--- src/rtl/decoder_pkg.sv ---
// Shared decode-side types: ALU opcodes, register index, and the hazard
// controller's FSM state and scoreboard slot layout.
package decoder_pkg;

    localparam int REG_W = 5;

    typedef logic [REG_W-1:0] reg_t;

    typedef enum logic [2:0] {
        op_none,
        op_add,
        op_sub,
        op_and,
        op_or,
        op_xor,
        op_sll,
        op_srl
    } alu_opcode_t;

    typedef enum logic {
        HZ_IDLE,
        HZ_FLUSH
    } hazard_state_t;

    typedef struct packed {
        logic valid;
        reg_t dst;
    } sb_slot_t;

endpackage

--- src/rtl/hazard_scoreboard.sv ---
// Shift-register scoreboard of in-flight destination registers plus the
// RAW match against the decode sources.
//   clk, arstn      clock / async active-low reset
//   i_advance       shift the scoreboard this cycle (no downstream hold)
//   i_load_valid    the issuing instruction writes a register
//   i_load_dst      destination of the issuing instruction
//   i_src1, i_src2  decode source registers
//   o_hit           some checked slot writes one of the sources
module hazard_scoreboard
    import decoder_pkg::*;
#(
    parameter int PIPE_DEPTH  = 3,
    parameter int HAZ_DEPTH   = PIPE_DEPTH,
    parameter bit ZERO_REG_EN = 1'b1
) (
    input  logic clk,
    input  logic arstn,
    input  logic i_advance,
    input  logic i_load_valid,
    input  reg_t i_load_dst,
    input  reg_t i_src1,
    input  reg_t i_src2,
    output logic o_hit
);

    sb_slot_t r_slots [PIPE_DEPTH];
    logic     w_dst_zero;
    logic     w_src1_ok;
    logic     w_src2_ok;

    assign w_dst_zero = ZERO_REG_EN && (i_load_dst == '0);
    assign w_src1_ok  = !(ZERO_REG_EN && (i_src1 == '0));
    assign w_src2_ok  = !(ZERO_REG_EN && (i_src2 == '0));

    always_ff @(posedge clk or negedge arstn) begin
        if (!arstn) begin
            for (int k = 0; k < PIPE_DEPTH; k++) begin
                r_slots[k] <= '0;
            end
        end else if (i_advance) begin
            // A non-issuing cycle loads valid=0, i.e. a bubble.
            r_slots[0] <= '{valid: i_load_valid && !w_dst_zero, dst: i_load_dst};
            for (int k = 1; k < PIPE_DEPTH; k++) begin
                r_slots[k] <= r_slots[k-1];
            end
        end
    end

    // Only the youngest HAZ_DEPTH slots matter; older ones are forwarded.
    always_comb begin
        o_hit = 1'b0;
        for (int k = 0; k < HAZ_DEPTH; k++) begin
            if (r_slots[k].valid &&
                ((w_src1_ok && (r_slots[k].dst == i_src1)) ||
                 (w_src2_ok && (r_slots[k].dst == i_src2)))) begin
                o_hit = 1'b1;
            end
        end
    end

endmodule

--- src/rtl/hazard_ctrl.sv ---
// Pipeline hazard controller between decode and register read: stalls decode
// on RAW conflicts, blocks issue for a penalty window after a branch, and
// keeps saturating stall / flush counters.
//   clk, arstn        clock / async active-low reset
//   decode_*_i        instruction presented by decode
//   reg_src1/2_i      sources, reg_dst_i destination
//   pipe_hold_i       downstream freeze
//   issue_o           instruction accepted this cycle
//   stall_o           RAW conflict blocks decode
//   flush_o           branch penalty window active
//   stall_cnt_o       cycles with stall_o high (saturating)
//   flush_cnt_o       flush windows entered (saturating)
module hazard_ctrl
    import decoder_pkg::*;
#(
    parameter int PIPE_DEPTH     = 3,
    parameter int HAZ_DEPTH      = PIPE_DEPTH,
    parameter int BRANCH_PENALTY = 3,
    parameter bit ZERO_REG_EN    = 1'b1,
    parameter int CNT_W          = 16
) (
    input  logic             clk,
    input  logic             arstn,
    input  logic             decode_valid_i,
    input  alu_opcode_t      decode_opcode_i,
    input  logic             decode_branch_i,
    input  reg_t             reg_src1_i,
    input  reg_t             reg_src2_i,
    input  reg_t             reg_dst_i,
    input  logic             pipe_hold_i,
    output logic             issue_o,
    output logic             stall_o,
    output logic             flush_o,
    output logic [CNT_W-1:0] stall_cnt_o,
    output logic [CNT_W-1:0] flush_cnt_o
);

    localparam int CW = (BRANCH_PENALTY > 1) ? $clog2(BRANCH_PENALTY) : 1;

    hazard_state_t    r_state;
    hazard_state_t    w_state_nxt;
    logic [CW-1:0]    r_cnt;
    logic [CW-1:0]    w_cnt_nxt;
    logic [CNT_W-1:0] r_stall_cnt;
    logic [CNT_W-1:0] r_flush_cnt;
    logic             w_hit;
    logic             w_hazard;
    logic             w_issue;
    logic             w_writes;
    logic             w_flush_entry;

    hazard_scoreboard #(
        .PIPE_DEPTH  (PIPE_DEPTH),
        .HAZ_DEPTH   (HAZ_DEPTH),
        .ZERO_REG_EN (ZERO_REG_EN)
    ) u_scoreboard (
        .clk          (clk),
        .arstn        (arstn),
        .i_advance    (!pipe_hold_i),
        .i_load_valid (w_writes),
        .i_load_dst   (reg_dst_i),
        .i_src1       (reg_src1_i),
        .i_src2       (reg_src2_i),
        .o_hit        (w_hit)
    );

    assign w_hazard      = decode_valid_i && (decode_opcode_i != op_none) && w_hit;
    assign w_issue       = decode_valid_i && !w_hazard && !pipe_hold_i && (r_state == HZ_IDLE);
    assign w_writes      = w_issue && (decode_opcode_i != op_none);
    assign w_flush_entry = w_issue && decode_branch_i;

    always_ff @(posedge clk or negedge arstn) begin
        if (!arstn) begin
            r_state <= HZ_IDLE;
            r_cnt   <= '0;
        end else begin
            r_state <= w_state_nxt;
            r_cnt   <= w_cnt_nxt;
        end
    end

    always_comb begin
        w_state_nxt = r_state;
        w_cnt_nxt   = r_cnt;
        case (r_state)
            HZ_IDLE: begin
                if (w_flush_entry) begin
                    w_state_nxt = HZ_FLUSH;
                    w_cnt_nxt   = CW'(BRANCH_PENALTY - 1);
                end
            end
            HZ_FLUSH: begin
                if (!pipe_hold_i) begin
                    if (r_cnt == '0) begin
                        w_state_nxt = HZ_IDLE;
                    end else begin
                        w_cnt_nxt = r_cnt - 1'b1;
                    end
                end
            end
            default: w_state_nxt = HZ_IDLE;
        endcase
    end

    always_ff @(posedge clk or negedge arstn) begin
        if (!arstn) begin
            r_stall_cnt <= '0;
            r_flush_cnt <= '0;
        end else begin
            if (w_hazard && (r_stall_cnt != '1)) begin
                r_stall_cnt <= r_stall_cnt + 1'b1;
            end
            if (w_flush_entry && (r_flush_cnt != '1)) begin
                r_flush_cnt <= r_flush_cnt + 1'b1;
            end
        end
    end

    assign issue_o     = w_issue;
    assign stall_o     = w_hazard;
    assign flush_o     = (r_state == HZ_FLUSH);
    assign stall_cnt_o = r_stall_cnt;
    assign flush_cnt_o = r_flush_cnt;

endmodule

--- config.mk ---
export PLATFORM = sky130hd
export DESIGN_NAME = hazard_ctrl
export DESIGN_NICKNAME = d
export VERILOG_FILES = /design/src/rtl/decoder_pkg.sv /design/src/rtl/hazard_scoreboard.sv /design/src/rtl/hazard_ctrl.sv
export SDC_FILE = /design/constraint.sdc
export NUM_CORES = 1
export LEC_CHECK = 0
export ABC_AREA = 0
export ABC_CLOCK_PERIOD_IN_PS = 5800
export CAP_MARGIN = 10
export CORE_MARGIN = 5
export CORE_UTILIZATION = 55
export DETAILED_ROUTE_END_ITERATION = 7
export GPL_TIMING_DRIVEN = 0
export PLACE_DENSITY = 0.89
export SETUP_SLACK_MARGIN = 0.15
export SLEW_MARGIN = 20
export SYNTH_ARGS = -nofsm -noshare
export SYNTH_HDL_FRONTEND = slang
export SYNTH_SLANG_ARGS = --single-unit
export TNS_END_PERCENT = 30
--- constraint.sdc ---
create_clock -name clk -period 5.8 [get_ports clk]
set_clock_uncertainty 0.2 [all_clocks]
set_input_delay 0.87 -clock clk [delete_from_list [all_inputs] [get_ports clk]]
set_output_delay 0.87 -clock clk [all_outputs]
set_load 0.02 [all_outputs]
==> reports/metrics.cfg <==
[run_status]
outcome=finished clean

[grt]
grt_pass1_wl_mm=10.4
grt_pass1_vias=2156
grt-ovfl-total=0
grt_max_degree=54
antenna_found_initial=0
grt_usage_pct=19.8

[detailed_routing]
dr.pass1.iters=4
ant_nets=0
wl_per_cell_um=15.3
drt-total-wl_mm=6.14
drt-initial-drc-count=156
drc_errors=0
avgViaCountPerCell=5.52
num_vias=2220

[layout]
multi_input_area_um2=1490
nets=357
final_common_cell=clkdlybuf4s50_1
drive_above_1_share_pct=13.0
seq_area_um2=1330
fin_util_pct=71.1
antennaDiodeCount=0
layout_common_cells=clkdlybuf4s50_1, dfrtp_1, xor2_1, xnor2_1
syn2layout_area_growth_pct=25.8
fillCellCount=393

[floorplan]
fp.dieH_um=82.2
num_rows=26
fp.dieW_um=82.2
die_area_um2=6760
io_pins=58
core_area_um2=5070
initial_core_util_pct=56.5

[synth]
synthesis.nets=294
yosysUniqueCellTypes=36
synth_area_per_cell_um2=10.7
syn_area_um2=2870
synthCells=268
yosys_warnings=0
ys_seq_area_share_pct=46.3
synth_seq_cells=53

[clock_tree]
post_cts_buffers=0
numCtsBuffers=5
holdBufCountCts=0
cts_tree=yes
clk_latency_ns=0.31
clock-sinks=53
cts-root-buf=clkbuf_8
cts-htree-levels=2
clockBufferDepth=2
cts_resized=0
clkTransAtPathRegs_ns=0.10

[sta]
fin_crit_sh_pct=81.7
slew_headroom_pct=56.8
rsz0062_at_grt=false
tightest_slew_ns=0.648
clock.fmax_mhz=211
setup_violations=0
hold_violations=0
fin_crit_ns=4.74
tns_ns=0
drv_slew=0

[worst_hold_path]
hp-class=flop to flop

[run]
cap_violations=0

[power_and_ir_drop]
power_frac_clock_pct=22.7
power_per_cell_area_nw_per_um2=265
p_switching_w=0.000307
seqPwrFrac_pct=50.3
p_int_w=0.000647
p_leak_nw=1.56
switching_share_pct=32.2
p_total_w=0.000955
ir_drop_mv=0.222
comb_power_share_pct=27.1

[placement]
gp_congestion=0.867
post-dp-hpwl_mm=4.58
io_buffers=56

[worst_setup_path]
cp_max_fo=10
worst_setup_path_end_kind=output port
start_kind=input port
path_class=input port to output port
critical_path_required_ns=4.73
cp_data_arrival_time_ns=3.67

-- layout make-up --
class	instances	share of cell area, %
sequential	53	36.8
clock inverter	3	0.728
multi-input combinational	203	41.2
inverter	4	0.416
timing repair buffer	56	15.5
buffer	8	1.11
tap	70	2.43
clock buffer	5	1.91
-- flip-flops by register name (all words and copies together) (netlist names) --
name,cells
u_scoreboard.r_slots,18
flush_cnt_o,16
stall_cnt_o,16
r_cnt,2
flush_o,1
-- power groups by stage --
stage	registers, W	clock network, W	logic (W)
after floorplan	0.000502	0	0.000133
final	0.000480	0.000216	0.000258
after global placement	0.000483	0	0.000253
after detailed placement	0.000486	0	0.000261
after global routing	0.000489	0.000235	0.000287
after CTS	0.000479	0.000222	0.000262
-- cell families (layout without fill, tap and decap cells) --
| kind of cell | count (synthesis) | after routing | synth area share [%] |
|---|---|---|---|
| and+or+nand+nor | 111 | 111 | 21.7 |
| xor gates and xnor gates | 57 | 57 | 17.4 |
| DFF | 53 | 53 | 46.3 |
| muxes | 21 | 21 | 8.25 |
| buffers and inverters | 12 | 76 | 1.92 |
| AOI/OAI and AO/OA | 11 | 11 | 3.10 |
| adders and majority gates | 3 | 3 | 1.31 |
-- final timing paths --
check                          startpoint                        to  slack, ns  cells past startpoint
min                        stall_cnt_o[5]            stall_cnt_o[5]       0.29                      1
min reg2reg                stall_cnt_o[5]            stall_cnt_o[5]       0.29                      1
max in group asynchronous           arstn            flush_cnt_o[9]       4.59                      1
max                         reg_src2_i[0]                   issue_o       1.06                      9
max reg2reg                stall_cnt_o[3]            stall_cnt_o[7]       3.19                      8
min in group asynchronous           arstn  u_scoreboard.r_slots[12]       0.38                      1
-- cells in the mapped netlist --
cell,count,share of area [%]
a21o_1,2,0.52
a21oi_1,1,0.17
a31oi_1,1,0.22
a32o_1,1,0.35
a32oi_1,1,0.31
and2_1,4,0.87
and3_1,7,1.5
buf_2,2,0.35
buf_6,1,0.39
clkbuf_1,5,0.65
dfrtp_1,53,46
ha_1,3,1.3
inv_1,4,0.52
mux2_2,21,8.2
nand2_1,18,2.4
nand2b_1,2,0.44
nand3_1,21,3.7
nand3_2,1,0.35
nand3b_1,1,0.26
nand4_1,9,2.0
nand4b_1,1,0.31
nor2_1,15,2.0
nor2_2,2,0.44
nor2b_1,1,0.22
nor3_1,6,1.0
nor3_2,5,1.7
nor3b_1,7,1.8
nor4_1,6,1.3
o211ai_1,3,0.79
o21ai_0,1,0.17
o41ai_2,1,0.57
or3b_2,1,0.31
or4_1,3,0.79
or4b_1,1,0.35
xnor2_1,28,8.6
xor2_1,29,8.9
-- per-stage QoR --
stage | hold WS [ns] | std cells | area [µm²] | setup slack [ns]
5_1_grt | 0.323 | 402 | 3610 | 0.939
3_3_place_gp | 0.275 | 394 | 3510 | 1.09
6_report | 0.293 | 402 | 3610 | 1.06
3_5_place_dp | 0.277 | 394 | 3510 | 1.09
4_1_cts | 0.295 | 402 | 3610 | 1.06
2_1_floorplan | 0.268 | 268 | 2870 | 2.18
-- worst max-delay path, stage by stage --
cell,delay [ns]
clkdlybuf4s50_1,0.51
or4_1,0.58
nor2_2,0.17
nor4_1,0.08
o211ai_1,0.23
nand3_2,0.22
buf_2,0.27
nor2_1,0.13
clkdlybuf4s50_1,0.62
-- metal layers --
metal	vias to the layer above	global-route usage, %	routed length (µm)
met1	1079	26.7	2690
li1	1062	-	-
met4	0	5.81	42
met3	4	3.80	356
met5	-	0	0
met2	75	32.4	3060
Power figures use the tool's default switching activity.
==> RTL change (same flow settings) <==
`ZERO_REG_EN` is set to 1'b1 in 2 places; all go to 1'b0.
--- a/src/rtl/hazard_scoreboard.sv
+++ b/src/rtl/hazard_scoreboard.sv
@@ -12,5 +12,5 @@
     parameter int PIPE_DEPTH  = 3,
     parameter int HAZ_DEPTH   = PIPE_DEPTH,
-    parameter bit ZERO_REG_EN = 1'b1
+    parameter bit ZERO_REG_EN = 1'b0
 ) (
     input  logic clk,
--- a/src/rtl/hazard_ctrl.sv
+++ b/src/rtl/hazard_ctrl.sv
@@ -17,5 +17,5 @@
     parameter int HAZ_DEPTH      = PIPE_DEPTH,
     parameter int BRANCH_PENALTY = 3,
-    parameter bit ZERO_REG_EN    = 1'b1,
+    parameter bit ZERO_REG_EN    = 1'b0,
     parameter int CNT_W          = 16
 ) (
Check against the original RTL: not equivalent (Yosys sat finds a counterexample within 4 cycles, from zero or initial values and one cycle with arstn low).
==> RTL change against the unedited design <==
Hold slack got worse by 2.8 ps. Wire length rose by 2.3%. Maximum frequency rose by 7.1%. Total power fell by 2.3%. Worst setup slack improved by 320 ps. Sequential cell count did not move. Global-route usage rose by 1.0 points. Synthesized cell count fell by 3.7%. Combinational power fell by 3%. Design area fell by 3.2%. Area after synthesis fell by 4.1%. Critical path depth fell by 1. Largest cell class unchanged. Highest routed layer unchanged.
==> RTL change: results (changes against the unedited design) <==
- Origin of the worst min-delay path: stall_cnt_o[11]$_DFFE_PN0P_
- Leading post-synthesis cells by cell area: dfrtp_1 (48%), xnor2_1 (12%), mux2_2 (8.2%), xor2_1 (6.4%), nand3_1 (4.0%)
- Routed wire length: 6.28 mm (+2.3%)
- Layout cells sized above 1: 0.102 (-0.0270)
- Number of instances resized during post-cts repair: 0 (unchanged)
- Transition at the pin with the smallest max-transition slack: 660 ps (+12.4 ps)
- Gate count after technology mapping: 258 (-3.7%)
- Result of the run: complete, no violations
- Number of buffer cells added on primary ports: 57 (+1.8%)
- Hold path depth: 1 (unchanged)
- Largest voltage drop on the vdd net: 0.181 mV (-18%)
- Setup Slack @ Placement: 1430 ps (+334 ps)
- Slowest cell delay on critical path: 680 ps (+60 ps)
- Met3 wire length: 329 µm (-7.6%)
- Worst-case register-to-register setup slack: 3320 ps (+130 ps)
- Sequential area share after synthesis: 0.482 (+0.0196)
- RR Startpoint: flush_cnt_o[3]$_DFFE_PN0P_
- Syn nets: 284 (-3.4%)
- Launch point of the worst path: reg_src2_i[1]
- Share of the cycle needed by the critical path after routing: 0.762 (-0.0543)
- Nets@finish: 348 (-2.5%)
- Via count of the first global-routing pass: 2223 (+3.1%)
- Placed cell count: 382 (-3.0%)
- Num CTS Buffers: 5 (unchanged)
- Pleak: 1.48 nW (-4.6%)
- Hold Path End: stall_cnt_o[11]$_DFFE_PN0P_
- Routed wl met2: 3.04 mm (-0.72%)
- FF-to-FF End: flush_cnt_o[1]$_DFFE_PN0P_
- Detailed-route wire length on metal 1: 2.83 mm (+5.3%)
- Iteration-0 DRC Markers: 154 (-1.3%)
- Crit path DAT: 3350 ps (-320 ps)
- Worst-case reg-to-reg path depth: 6 (-2)
- Most frequent cells after synthesis: dfrtp_1 (53), xnor2_1 (37), nand3_1 (22)
- Vias per cell: 5.54 (+0.41%)
- Global-route wire length before repair: 10.6 mm (+2.1%)
- Uppermost routed layer: met4
- Clock-pin slew reported for the worst setup and hold paths after clock tree synthesis: 90 ps
- Final Wtd Congestion: 0.926 (+6.8%)
- Overall global routing resource usage: 0.209 (+0.0104)
- Portion of synthesized cell area occupied by the leading cell type: 0.482 (+0.0196)
- Hpwl dp: 4.55 mm (-0.51%)
- Final std cells w/o fill: 389 (-3.2%)
- Capturing element of the worst setup path: stall_o
- Number of distinct library cell variants in the gate-level netlist after synthesis: 31 (-14%)
- Total iterations of the first detailed-routing run: 4 (unchanged)
RTL change: changes by cell type in the layout (fill, tap and decap cells not counted), moves of 3 or more:
cell,change
or4_1,-3
nor4_1,-5
o211ai_1,-3
clkbuf_1,-3
xnor2_1,+9
and2_1,-4
nor3_2,-5
xor2_1,-9
and3_1,+5
nor3b_1,-7
a21oi_1,+3
RTL change: final cells by class:
type / instances / area (µm²)
plain buffers: 6 / 32.5
clock buffers: 6 / 82.6
clock inverters: 1 / 7.51
fillers: 353 / 1290
inverters: 6 / 22.5
multi-input cells: 193 / 1370
flip-flops and latches: 53 / 1330
well taps: 67 / 83.8
repair buffers: 57 / 568
RTL change: kinds of logic after synthesis:
group                      share of synthesized area
buffers and inverters                         0.0200
adders and majority gates                     0.0137
AOI/OAI and AO/OA                             0.0405
and+or+nand+nor                                0.175
DFF                                            0.482
muxes                                         0.0874
xor gates and xnor gates                       0.182
RTL change: power breakdown:
| group | leakage [nW] | internal (mW) | switching, mW |
|---|---|---|---|
| combinational | 0.752 | 0.130 | 0.120 |
| clock | 0.0433 | 0.0945 | 0.113 |
| sequential | 0.689 | 0.417 | 0.0589 |
| total | 1.48 | 0.641 | 0.292 |
RTL change: metal layers:
| layer | vias to the layer above | global-route usage |
|---|---|---|
| li1 | 1017 | - |
| met1 | 1049 | 0.292 |
| met2 | 79 | 0.329 |
| met3 | 12 | 0.0404 |
| met4 | 0 | 0.0642 |
| met5 | - | 0 |
RTL change: metrics by stage:
stage          instance area [µm²]  hold WS [ps]
2_1_floorplan                 2750           280
3_3_place_gp                  3400           279
3_5_place_dp                  3400           275
4_1_cts                       3490           292
5_1_grt                       3490           333
6_report                      3490           290
